<file path="src/rtl/glitch_filter_pkg.sv">
// Shared types and limits for the glitch filter / edge detector.
// The state encoding is 2 bits, so busy can be decoded straight from the register.
package glitch_filter_pkg;

  localparam int MIN_STABLE_CNT = 2;

  typedef enum logic [1:0] {
    LOW_STB  = 2'b00,
    CHK_HIGH = 2'b01,
    HIGH_STB = 2'b10,
    CHK_LOW  = 2'b11
  } state_e;

endpackage

</file>
<file path="src/rtl/sat_counter.sv">
// Saturating up-counter with a clear that has priority over increment.
// One cycle from inc/clr to q; holds at all-ones and never wraps.
module sat_counter #(
  parameter int W = 8
) (
  input  logic         clk,
  input  logic         rstn,
  input  logic         clr,
  input  logic         inc,
  output logic [W-1:0] q
);

  logic [W-1:0] q_q;
  logic [W-1:0] q_d;

  always_comb begin
    q_d = q_q;
    if (clr) begin
      q_d = '0;
    end else if (inc && (q_q != {W{1'b1}})) begin
      q_d = q_q + W'(1);
    end
  end

  always_ff @(posedge clk) begin
    if (!rstn) begin
      q_q <= '0;
    end else begin
      q_q <= q_d;
    end
  end

  assign q = q_q;

endmodule

</file>
<file path="src/rtl/glitch_filter_edge_det.sv">
// Accepts a new level on in only after STABLE_CNT consecutive samples, then pulses rise/fall.
// Level/pulses update on the STABLE_CNT-th qualifying edge; no flow control, en=0 aborts checks.
module glitch_filter_edge_det
  import glitch_filter_pkg::*;
#(
  parameter int STABLE_CNT = 4,
  parameter int CNT_W      = 8
) (
  input  logic             clk,
  input  logic             rstn,
  input  logic             en,
  input  logic             in,
  input  logic             cnt_clr,
  output logic             level,
  output logic             rise,
  output logic             fall,
  output logic [CNT_W-1:0] edge_cnt,
  output logic             busy
);

  localparam int TMR_W = $clog2(STABLE_CNT) + 1;
  localparam logic [TMR_W-1:0] TMR_LAST = TMR_W'(STABLE_CNT - 1);

  if (STABLE_CNT < MIN_STABLE_CNT || STABLE_CNT > 255) begin : g_bad_stable_cnt
    $error("glitch_filter_edge_det: STABLE_CNT out of range 2..255");
  end

  state_e           state_q, state_d;
  logic [TMR_W-1:0] timer_q, timer_d;
  logic             level_q, level_d;
  logic             rise_q, rise_d;
  logic             fall_q, fall_d;

  always_ff @(posedge clk) begin
    if (!rstn) begin
      state_q <= LOW_STB;
      timer_q <= '0;
      level_q <= 1'b0;
      rise_q  <= 1'b0;
      fall_q  <= 1'b0;
    end else begin
      state_q <= state_d;
      timer_q <= timer_d;
      level_q <= level_d;
      rise_q  <= rise_d;
      fall_q  <= fall_d;
    end
  end

  // The sample that opens a check counts as the first of STABLE_CNT.
  always_comb begin
    state_d = state_q;
    timer_d = timer_q;
    level_d = level_q;
    rise_d  = 1'b0;
    fall_d  = 1'b0;
    case (state_q)
      LOW_STB: begin
        if (en && in) begin
          state_d = CHK_HIGH;
          timer_d = TMR_W'(1);
        end
      end
      CHK_HIGH: begin
        if (!en || !in) begin
          state_d = LOW_STB;
          timer_d = '0;
        end else if (timer_q == TMR_LAST) begin
          state_d = HIGH_STB;
          level_d = 1'b1;
          rise_d  = 1'b1;
          timer_d = '0;
        end else begin
          timer_d = timer_q + TMR_W'(1);
        end
      end
      HIGH_STB: begin
        if (en && !in) begin
          state_d = CHK_LOW;
          timer_d = TMR_W'(1);
        end
      end
      CHK_LOW: begin
        if (!en || in) begin
          state_d = HIGH_STB;
          timer_d = '0;
        end else if (timer_q == TMR_LAST) begin
          state_d = LOW_STB;
          level_d = 1'b0;
          fall_d  = 1'b1;
          timer_d = '0;
        end else begin
          timer_d = timer_q + TMR_W'(1);
        end
      end
      default: begin
        state_d = LOW_STB;
        timer_d = '0;
      end
    endcase
  end

  // Counts on the same edge that registers the pulse.
  sat_counter #(
    .W (CNT_W)
  ) u_edge_cnt (
    .clk  (clk),
    .rstn (rstn),
    .clr  (cnt_clr),
    .inc  (rise_d | fall_d),
    .q    (edge_cnt)
  );

  assign level = level_q;
  assign rise  = rise_q;
  assign fall  = fall_q;
  assign busy  = (state_q == CHK_HIGH) || (state_q == CHK_LOW);

endmodule

</file>
<file path="config.mk">
export PLATFORM = sky130hd
export DESIGN_NAME = glitch_filter_edge_det
export DESIGN_NICKNAME = d
export VERILOG_FILES = /design/src/rtl/glitch_filter_pkg.sv /design/src/rtl/sat_counter.sv /design/src/rtl/glitch_filter_edge_det.sv
export SDC_FILE = /design/constraint.sdc
export NUM_CORES = 1
export LEC_CHECK = 0
export CAP_MARGIN = 20
export CORE_MARGIN = 2
export CORE_UTILIZATION = 47
export DETAILED_ROUTE_END_ITERATION = 10
export PLACE_DENSITY = 0.82
export SETUP_SLACK_MARGIN = 0.3
export SLEW_MARGIN = 20
export SYNTH_ARGS = -nofsm -noshare
export SYNTH_HDL_FRONTEND = slang
export SYNTH_SLANG_ARGS = --single-unit
</file>
<file path="constraint.sdc">
create_clock -name clk -period 2.2 [get_ports clk]
set_input_delay 0.66 -clock clk [delete_from_list [all_inputs] [get_ports clk]]
set_output_delay 0.66 -clock clk [all_outputs]
set_load 0.05 [all_outputs]
</file>
==> summary.md <==
| Metric | Value |
|---|---|
| Finished Cell Area | 1030 um^2 |
| I/O Pins | 17 |
| Root Driver | clkbuf_4 |
| Post-synth EDFFs | 0 |
| H-Tree Depth | 1 |
| Skew final | 10.9 ps |
| Worst r2r path cells | 5 |
| # diodes | 0 |
| Initial DRC Count | 29 |
| Nets | 120 |
| Setup crit end kind | flop |
| Highest Clock Rate | 530 MHz |
| Gr ovfl total | 0 |
| Synthesized cell area | 757 um^2 |
| Die Wd | 44.1 um |
| Share of layout cells above drive strength 1 | 27.9% |
| Setup TNS | 0 ps |
| Final worst setup slack | 312 ps |
| TritonCTS Buffers | 3 |
| Routed Wire Length | 1.67 mm |
| Post-route non-filler standard cell count | 127 |
| Most frequent cells in the layout | buf_4, dfxtp_1, nand2_1, nand3_1 |
| Largest net degree at the start of global routing | 9 |
| Final core occ | 68.1% |
| Async SR Flop Fraction | 0% |
| Max_cap viols | 0 |
| Setup crit start kind | primary input |
| Yosys cell types | 35 |
| DPL Wire Length | 1.10 mm |
| R2R Path Start | u_edge_cnt.q[1]$_SDFFE_PP0P_ |
| Critical path origin | en |
| Min Tclk post-route | 1890 ps |
| Port Buffer Count | 16 |
| R2r setup slk | 520 ps |
| Initial Util | 50.2% |
| Least-Margin Pin Slew | 497 ps |
| Worst hold path class | reg -> reg |
| Met2 usage | 21.8% |
| PD cells | 473 nW/um^2 |
| Post-synthesis sequential area ratio | 42.3% |
| Clock Sinks | 16 |
| Cell leakage power | 0.454 nW |
| Worst EP arrival | 2120 ps |
| Setup crit end | u_edge_cnt.q[4]$_SDFFE_PP0P_ |
| Via Count | 715 |
| FF-to-FF End | u_edge_cnt.q[1]$_SDFFE_PP0P_ |
| Remaining antenna violation count | 0 |
| Drc violations | 0 |
| Register area | 322 um^2 |
| Initial antenna violation count | 0 |
| Register bit total from synthesis | 16 |
| GRT Resource Usage Total | 16.7% |
| Final Setup Violations | 0 |
| Final worst-path cycle share | 85.8% |
| Max Root-Sink Buffers | 2 |
| Synth-to-layout area growth | 35.5% |
| Vias per cell | 5.63 |
| Met3 Usage GRT | 3.67% |
| Worst Path Required | 2430 ps |
| Worst skew pair latency | 290 ps |
| Clk slew on worst S/H paths | 100 ps |
| Pre-CTS setup slack | 22.3 ps |
| DP Cell Count | 122 |
| DIE HEIGHT | 44.1 um |
| Commonest non-fill, non-tap cell in the layout | buf_4 |
| Die ar. | 1950 um^2 |
| # rows | 14 |
| Drt pass-1 iters | 5 |
| Outcome | complete, no violations |
| CTS tree | done |
| VDD IR max | 328 uV |
| Mean Syn Cell Area | 9.01 um^2 |
| Max-slew violations | 0 |
| Ys flop type | dfxtp_1 |
| FILL cells | 123 |
| Multi-input logic area | 442 um^2 |
| Total power | 0.486 mW |
| GPL Wtd Cong | 0.784 |
| Final hold vios | 0 |
| Core area | 1510 um^2 |
| Cell count after synthesis | 84 |
| Hold_ws | 476 ps |
| Busiest grt layer | met1 |
| Critical path class | in -> reg |
| First-pass GRT wire length | 2.37 mm |
| Syn nets | 91 |
| Synth warn | 0 |
| Vias in the first global route | 570 |
| Dpl cell area | 975 um^2 |
| Relative slew slack | 67.0% |
| RSZ-0062 raised after global routing | no |
| GRT met1 Usage | 24.5% |
| DR WL/cell | 13.2 um |
| Critical-path maximum fanout | 3 |
flip-flops by register name (all words and copies together) (netlist names):
| name | count |
|---|---|
| level | 1 |
| state_q | 2 |
| timer_q | 3 |
| u_edge_cnt.q | 8 |
| rise | 1 |
| fall | 1 |
routing by layer:
layer  wire length [um]  vias to the layer above  part of all wire, %
li1                   -                      367                    -
met5                  0                        -                    0
met3                 81                        2                  4.8
met4                 21                        0                  1.3
met2                756                       20                   45
met1                812                      326                   49
how the worst min path moves through the flow:
stage                            startpoint                       to  slack (ps)  depth (start not counted)
CTS                 timer_q[1]$_SDFFE_PN0P_  timer_q[1]$_SDFFE_PN0P_         480                          2
finish              timer_q[1]$_SDFFE_PN0P_  timer_q[1]$_SDFFE_PN0P_         480                          2
global route        timer_q[1]$_SDFFE_PN0P_  timer_q[1]$_SDFFE_PN0P_         490                          2
global placement    timer_q[1]$_SDFFE_PN0P_  timer_q[1]$_SDFFE_PN0P_         460                          2
detailed placement  timer_q[1]$_SDFFE_PN0P_  timer_q[1]$_SDFFE_PN0P_         460                          2
floorplan           timer_q[1]$_SDFFE_PN0P_  timer_q[1]$_SDFFE_PN0P_         440                          2
kinds of logic (layout without fill, tap and decap cells):
group | Yosys count | in the layout | synth area share, %
compound gates | 18 | 18 | 17.0
xor+xnor | 2 | 2 | 3.31
fa+ha+maj | 2 | 2 | 3.31
buf+inv | 3 | 30 | 1.65
flops | 16 | 16 | 42.3
mux | 1 | 1 | 1.32
simple gates | 42 | 42 | 31.1
repair_timing:
action,CTS,global route
buffers inserted,0,2
pin swaps,0,1
gates resized for setup,6,6
hold buffers,0,0
endpoints found under the hold margin,0,0
endpoints found under the setup margin,6,5
where the power goes:
part	total [mW]	internal [mW]	switching, mW
Clock	0.156	0.0636	0.0921
Sequential	0.294	0.291	0.00226
Combinational	0.0364	0.0196	0.0168
Total	0.486	0.375	0.111
layout make-up:
| cell class | count | share of cell area [%] |
|---|---|---|
| multi-input combinational | 65 | 43.0 |
| clock buffer | 3 | 2.20 |
| inverter | 1 | 0.366 |
| tap | 16 | 1.95 |
| sequential | 16 | 31.3 |
| timing repair buffer | 26 | 21.1 |
cell usage after synthesis (3+ instances only):
library cell	count	area, um^2
nor2_1	5	18.8
and3_1	4	25.0
nand3_1	6	30.0
a31oi_1	3	18.8
nor3_1	4	20.0
nand2_1	8	30.0
dfxtp_1	16	320
critical path, cell delays in order:
cell	delay [ps]
clkdlybuf4s50_1	470
and4b_2	260
nand2_2	60
or4_1	530
a21oi_2	130
Power figures use the tool's default switching activity.
==> patch 1: new RTL, same flow settings <==
Reset style: asynchronous (`rstn`), changed in 2 clocked blocks.
--- a/src/rtl/sat_counter.sv
+++ b/src/rtl/sat_counter.sv
@@ -24,3 +24,3 @@
 
-  always_ff @(posedge clk) begin
+  always_ff @(posedge clk or negedge rstn) begin
     if (!rstn) begin
--- a/src/rtl/glitch_filter_edge_det.sv
+++ b/src/rtl/glitch_filter_edge_det.sv
@@ -33,3 +33,3 @@
 
-  always_ff @(posedge clk) begin
+  always_ff @(posedge clk or negedge rstn) begin
     if (!rstn) begin
Function: differs if rstn is asserted again (counterexample within 4 cycles, from zero or initial values and one cycle with rstn low); with rstn held inactive, the same outputs for 10 cycles.
==> patch 1 against the unedited design <==
  * Worst setup slack improved by 0.024 ns
  * Sequential share of layout area rose by 6.4 points
  * Via count rose by 3.1%
  * Cell area rose by 4.6%
  * Wire length fell by 0.18%
  * Sequential cell count did not move
  * Synthesized area rose by 5.8%
Power is not compared: it rests on default switching activity, and its combinational part moved more than twofold at a synthesized area within 25%.
==> patch 1: results <==
export IMPL_status="finished clean"
export IMPL_final_nets=115
export IMPL_dp_cells=114
export IMPL_cts_buffers=3
export IMPL_ys_seq_area_share_pct=50.00
export IMPL_ys_warn_count=0
export IMPL_gp_congestion=0.8175
export IMPL_place_area_um2=993.5
export IMPL_drive_gt1_share_pct=28.97
export IMPL_setup_worst_path_start="u_edge_cnt.q[3]"
export IMPL_track_usage_pct=17.47
export IMPL_setup_tns_ns=0
export IMPL_synthTopCellsByArea="dfrtp_1, a21oi_1, nand2_1, or4_1, ha_1"
export IMPL_timing_fmax_mhz=536.6
export IMPL_first_global_vias=620
export IMPL_peakVddDrop_uv=490.2
export IMPL_final_seq_area_um2=405.4
export IMPL_hp_class="flop to flop"
export IMPL_cts_clk_slew_worst_paths_ns=0.09
export IMPL_yosysUniqueCellTypes=29
export IMPL_antenna_found_initial=0
export IMPL_via_per_inst=5.992
export IMPL_leakagePower_nw=0.4757
export IMPL_cts_root_buf="clkbuf_4"
export IMPL_grt_max_degree=17
export IMPL_synth_commonest_cells="dfrtp_1, nand2_1, a21oi_1, or4_1"
export IMPL_skew_ns=0.001135
export IMPL_port_buffers=16
export IMPL_slowest_stage="clkdlybuf4s15_1"
export IMPL_dp_slack_ns=-0.1567
export IMPL_antenna_cells=0
export IMPL_synthFlopType="dfrtp_1"
export IMPL_crit_fanout=6
export IMPL_endpoint="edge_cnt[3]"
export IMPL_nFillCells=116
export IMPL_reg2reg_slack_ns=0.46
export IMPL_largest_reg_flops=8
export IMPL_reg2reg_from="u_edge_cnt.q[5]"
export IMPL_drtIter0Drc=21
export IMPL_postSynthAreaPerCell_um2=10.01
export IMPL_grt_pass1_wl_um=2635
export IMPL_r2r_end="u_edge_cnt.q[3]"
export IMPL_cts_htree_levels=1
export IMPL_vias=737
export IMPL_synth_nets=87
export IMPL_cts_buffer_depth=2
export IMPL_r2r_cells=4
export IMPL_wl_per_cell_um=13.56
export IMPL_path_delay_family="buffers and inverters"
export IMPL_cpPeakStageDelay_ns=0.50
export IMPL_worst_pin_slew_ns=0.4903
export IMPL_clk_latency_ns=0.28
export IMPL_async_reset_ff_share_pct=100.0
export IMPL_first_pass_iters=4
export IMPL_dp_hpwl_um=1133
export IMPL_setup_viol=0
export IMPL_crit_arrival_ns=1.20
==> patch 1: changes by cell type after synthesis, moves of 3 or more <==
| cell | unedited run | this run |
|---|---|---|
| nand3_1 | 6 | 3 |
| a21oi_1 | 2 | 9 |
| and3_1 | 4 | 0 |
| dfrtp_1 | 0 | 16 |
| dfxtp_1 | 16 | 0 |
| nor3_1 | 4 | 1 |
| or4_1 | 1 | 5 |
==> patch 1: routing by layer <==
metal | global-route usage [%] | up-vias | share of wire [%]
met3 | 2.400 | 4 | 4.9
met2 | 30.29 | 27 | 49
met1 | 22.51 | 350 | 45
met5 | 0 | - | 0
li1 | - | 356 | -
met4 | 5.294 | 0 | 1.0
==> patch 1: repair_timing <==
action                                  in CTS  in global routing
pin swaps                                    4                  0
gates cloned                                 1                  0
endpoints found under the setup margin      11                  3
buffers inserted                             4                  0
hold buffers                                 0                  0
resized for setup                           11                  3
==> patch 1: cell type report <==
class | count | share of cell area, %
sequential | 16 | 37.76
timing repair buffer | 26 | 19.93
clock buffer | 4 | 3.380
multi-input combinational | 60 | 36.71
inverter | 1 | 0.3497
tap | 16 | 1.865
==> patch 1: cells by family (layout without fill, tap and decap cells) <==
family	count (synthesis)	after routing	share of synthesized area (%)
fa+ha+maj	2	2	3.125
flops	16	16	50.00
xor+xnor	1	1	2.032
compound gates	21	21	15.78
mux	1	1	1.406
simple gates	34	35	24.38
buf+inv	5	31	3.281
==> patch 1: worst min path at each step <==
| stage | startpoint | slack [ns] | depth (start not counted) | to |
|---|---|---|---|---|
| 6_report | timer_q[1] | 0.50 | 2 | timer_q[1] |
| 5_1_grt | timer_q[1] | 0.51 | 2 | timer_q[1] |
| 4_1_cts | timer_q[1] | 0.50 | 2 | timer_q[1] |
| 3_5_place_dp | timer_q[1] | 0.48 | 2 | timer_q[1] |
| 3_3_place_gp | timer_q[1] | 0.47 | 2 | timer_q[1] |
| 2_1_floorplan | rstn | 0.36 | 0 | fall |
==> patch 1: power breakdown <==
group / switching [mW] / total, mW / internal (mW)
Combinational: 0.0664 / 0.127 / 0.0605
Clock: 0.0913 / 0.192 / 0.101
Sequential: 0.0233 / 0.339 / 0.316
Total: 0.181 / 0.658 / 0.477
==> patch 2: new RTL, same settings <==
Without the edit above. `CNT_W`: 8 -> 10.
--- a/src/rtl/glitch_filter_edge_det.sv
+++ b/src/rtl/glitch_filter_edge_det.sv
@@ -6,3 +6,3 @@
   parameter int STABLE_CNT = 4,
-  parameter int CNT_W      = 8
+  parameter int CNT_W      = 10
 ) (
Interface: changed (resized edge_cnt); port bits go from 17 to 19. The function was not compared with the original's and may differ.
==> patch 2 against the unedited design <==
  * Register-to-register slack got worse by 0.04 ns
  * Power increased by 20%
  * Sequential cell count increased by 2
  * Largest cell class unchanged
  * Synthesized area increased by 20%
  * Wire length increased by 20%
  * Via count increased by 23%
  * Largest power group unchanged
  * Fmax increased by 4.2%
  * Synthesized cell count increased by 25%
  * Clock skew decreased by 0.0096 ns
  * Worst setup slack improved by 0.076 ns
  * Cell area increased by 14%
==> patch 2: results <==
export IMPL_min_path_cells=1
export IMPL_ys_seq_area_share_pct=39.56
export IMPL_cts_buffers=3
export IMPL_grt_max_degree=11
export IMPL_r2r_cells=6
export IMPL_antenna_found_initial=0
export IMPL_cts_buffer_depth=2
export IMPL_final_cells=155
export IMPL_wl_met3_um=79
export IMPL_yosysUniqueCellTypes=36
export IMPL_reg2reg_from="u_edge_cnt.q[0]"
export IMPL_hp_class="flop to flop"
export IMPL_skew_ns=0.001295
export IMPL_grt_pass1_wl_um=3208
export IMPL_reg2reg_slack_ns=0.48
export IMPL_final_nets=138
export IMPL_via_per_inst=5.690
export IMPL_track_usage_pct=19.74
export IMPL_r2r_end="u_edge_cnt.q[3]"
export IMPL_leakagePower_nw=0.4750
export IMPL_postSynthAreaPerCell_um2=8.675
export IMPL_drtIter0Drc=13
export IMPL_cts_root_buf="clkbuf_4"
export IMPL_async_reset_ff_share_pct=0
export IMPL_nFillCells=163
export IMPL_status="finished clean"
export IMPL_path_delay_family="buffers and inverters"
export IMPL_largest_reg_flops=10
export IMPL_gp_congestion=0.8442
export IMPL_dp_hpwl_um=1478
export IMPL_slowest_stage="clkdlybuf4s15_1"
export IMPL_synth_nets=112
export IMPL_port_buffers=18
export IMPL_drive_gt1_share_pct=23.08
export IMPL_crit_fanout=3
export IMPL_min_to="timer_q[2]"
export IMPL_first_pass_iters=4
export IMPL_synth_commonest_cells="dfxtp_1, a21oi_1, nand2_1, nand3_1, o21ai_0"
export IMPL_antenna_cells=0
export IMPL_met1_length_um=914
export IMPL_crit_arrival_ns=1.15
export IMPL_first_global_vias=788
export IMPL_clk_latency_ns=0.29
export IMPL_peakVddDrop_uv=359.6
export IMPL_switchingPower_mw=0.1327
export IMPL_route_met2_wl_um=993
export IMPL_cpPeakStageDelay_ns=0.51
export IMPL_wl_per_cell_um=12.95
export IMPL_ys_warn_count=0
export IMPL_dp_cells=150
export IMPL_worst_pin_slew_ns=0.4896
export IMPL_synthTopCellsByArea="dfxtp_1, a21oi_1, nand4_1, nand3_1, o21ai_0"
export IMPL_highest_layer="met4"
export IMPL_hp_start="timer_q[2]"
export IMPL_cts_clk_slew_worst_paths_ns=0.10
[patch 2: cell types whose count changed after synthesis, moves of 3 or more]
| cell | before | now |
|---|---|---|
| nand4b_1 | 0 | 3 |
| nor3_1 | 4 | 1 |
| nand4_1 | 0 | 5 |
| o21ai_0 | 2 | 6 |
| and2_1 | 0 | 3 |
| a21oi_1 | 2 | 9 |
[patch 2: kinds of logic after synthesis]
family / share of synthesized area, %
AND/OR/NAND/NOR: 30.77
AO/OA/AOI/OAI: 19.09
flip-flops: 39.56
buffers and inverters: 3.983
XOR/XNOR: 2.748
adder cells (fa/ha/maj): 2.747
multiplexers: 1.099
[patch 2: how the worst max path moves through the flow]
| stage | start | end | slack, ns | cells past startpoint |
|---|---|---|---|---|
| 5_1_grt | level | level | 0.32 | 1 |
| 4_1_cts | u_edge_cnt.q[0] | edge_cnt[0] | 0.29 | 1 |
| 3_3_place_gp | en | u_edge_cnt.q[7] | 0.02 | 6 |
| 3_5_place_dp | en | u_edge_cnt.q[7] | -0.03 | 6 |
| 2_1_floorplan | u_edge_cnt.q[2] | u_edge_cnt.q[8] | 0.33 | 4 |
| 6_report | level | level | 0.39 | 1 |
[patch 2: power groups by stage]
stage / combinational [mW] / sequential, mW / clock [mW]
floorplan: 0.0307 / 0.340 / 0
global route: 0.0529 / 0.336 / 0.230
finish: 0.0482 / 0.335 / 0.202
detailed placement: 0.0486 / 0.342 / 0
global placement: 0.0473 / 0.342 / 0
CTS: 0.0479 / 0.335 / 0.214
[patch 2: final cells by class]
cell class | count | share of cell area, %
inverter | 2 | 0.6438
timing repair buffer | 26 | 17.49
tap | 25 | 2.682
multi-input combinational | 80 | 44.96
sequential | 18 | 31.12
clock buffer | 4 | 3.112
[patch 2: stage by stage]
| stage | cell area [um^2] | hold WS, ns | setup TNS [ns] | setup WS [ns] | power [mW] |
|---|---|---|---|---|---|
| 6_report | 1166 | 0.5110 | 0 | 0.3887 | 0.5851 |
| 5_1_grt | 1166 | 0.5400 | 0 | 0.3190 | 0.6186 |
| 4_1_cts | 1164 | 0.5133 | 0 | 0.2858 | 0.5964 |
| 3_5_place_dp | 1129 | 0.4928 | -0.04409 | -0.03434 | 0.3909 |
| 3_3_place_gp | 1129 | 0.4887 | 0 | 0.01505 | 0.3893 |
| 2_1_floorplan | 913.4 | 0.4728 | 0 | 0.3327 | 0.3702 |
[patch 2: per-layer routing]
layer	GRT usage, %	vias up
met3	2.642	2
met4	12.43	0
met2	33.07	19
li1	-	445
met5	0	-
met1	23.53	416
[patch 2: timing repair]
item                       CTS  global route
resized for setup            7            10
pin swaps                    1             0
setup endpoints to repair    7             9
cloned                       0             0
buffers inserted             1             0
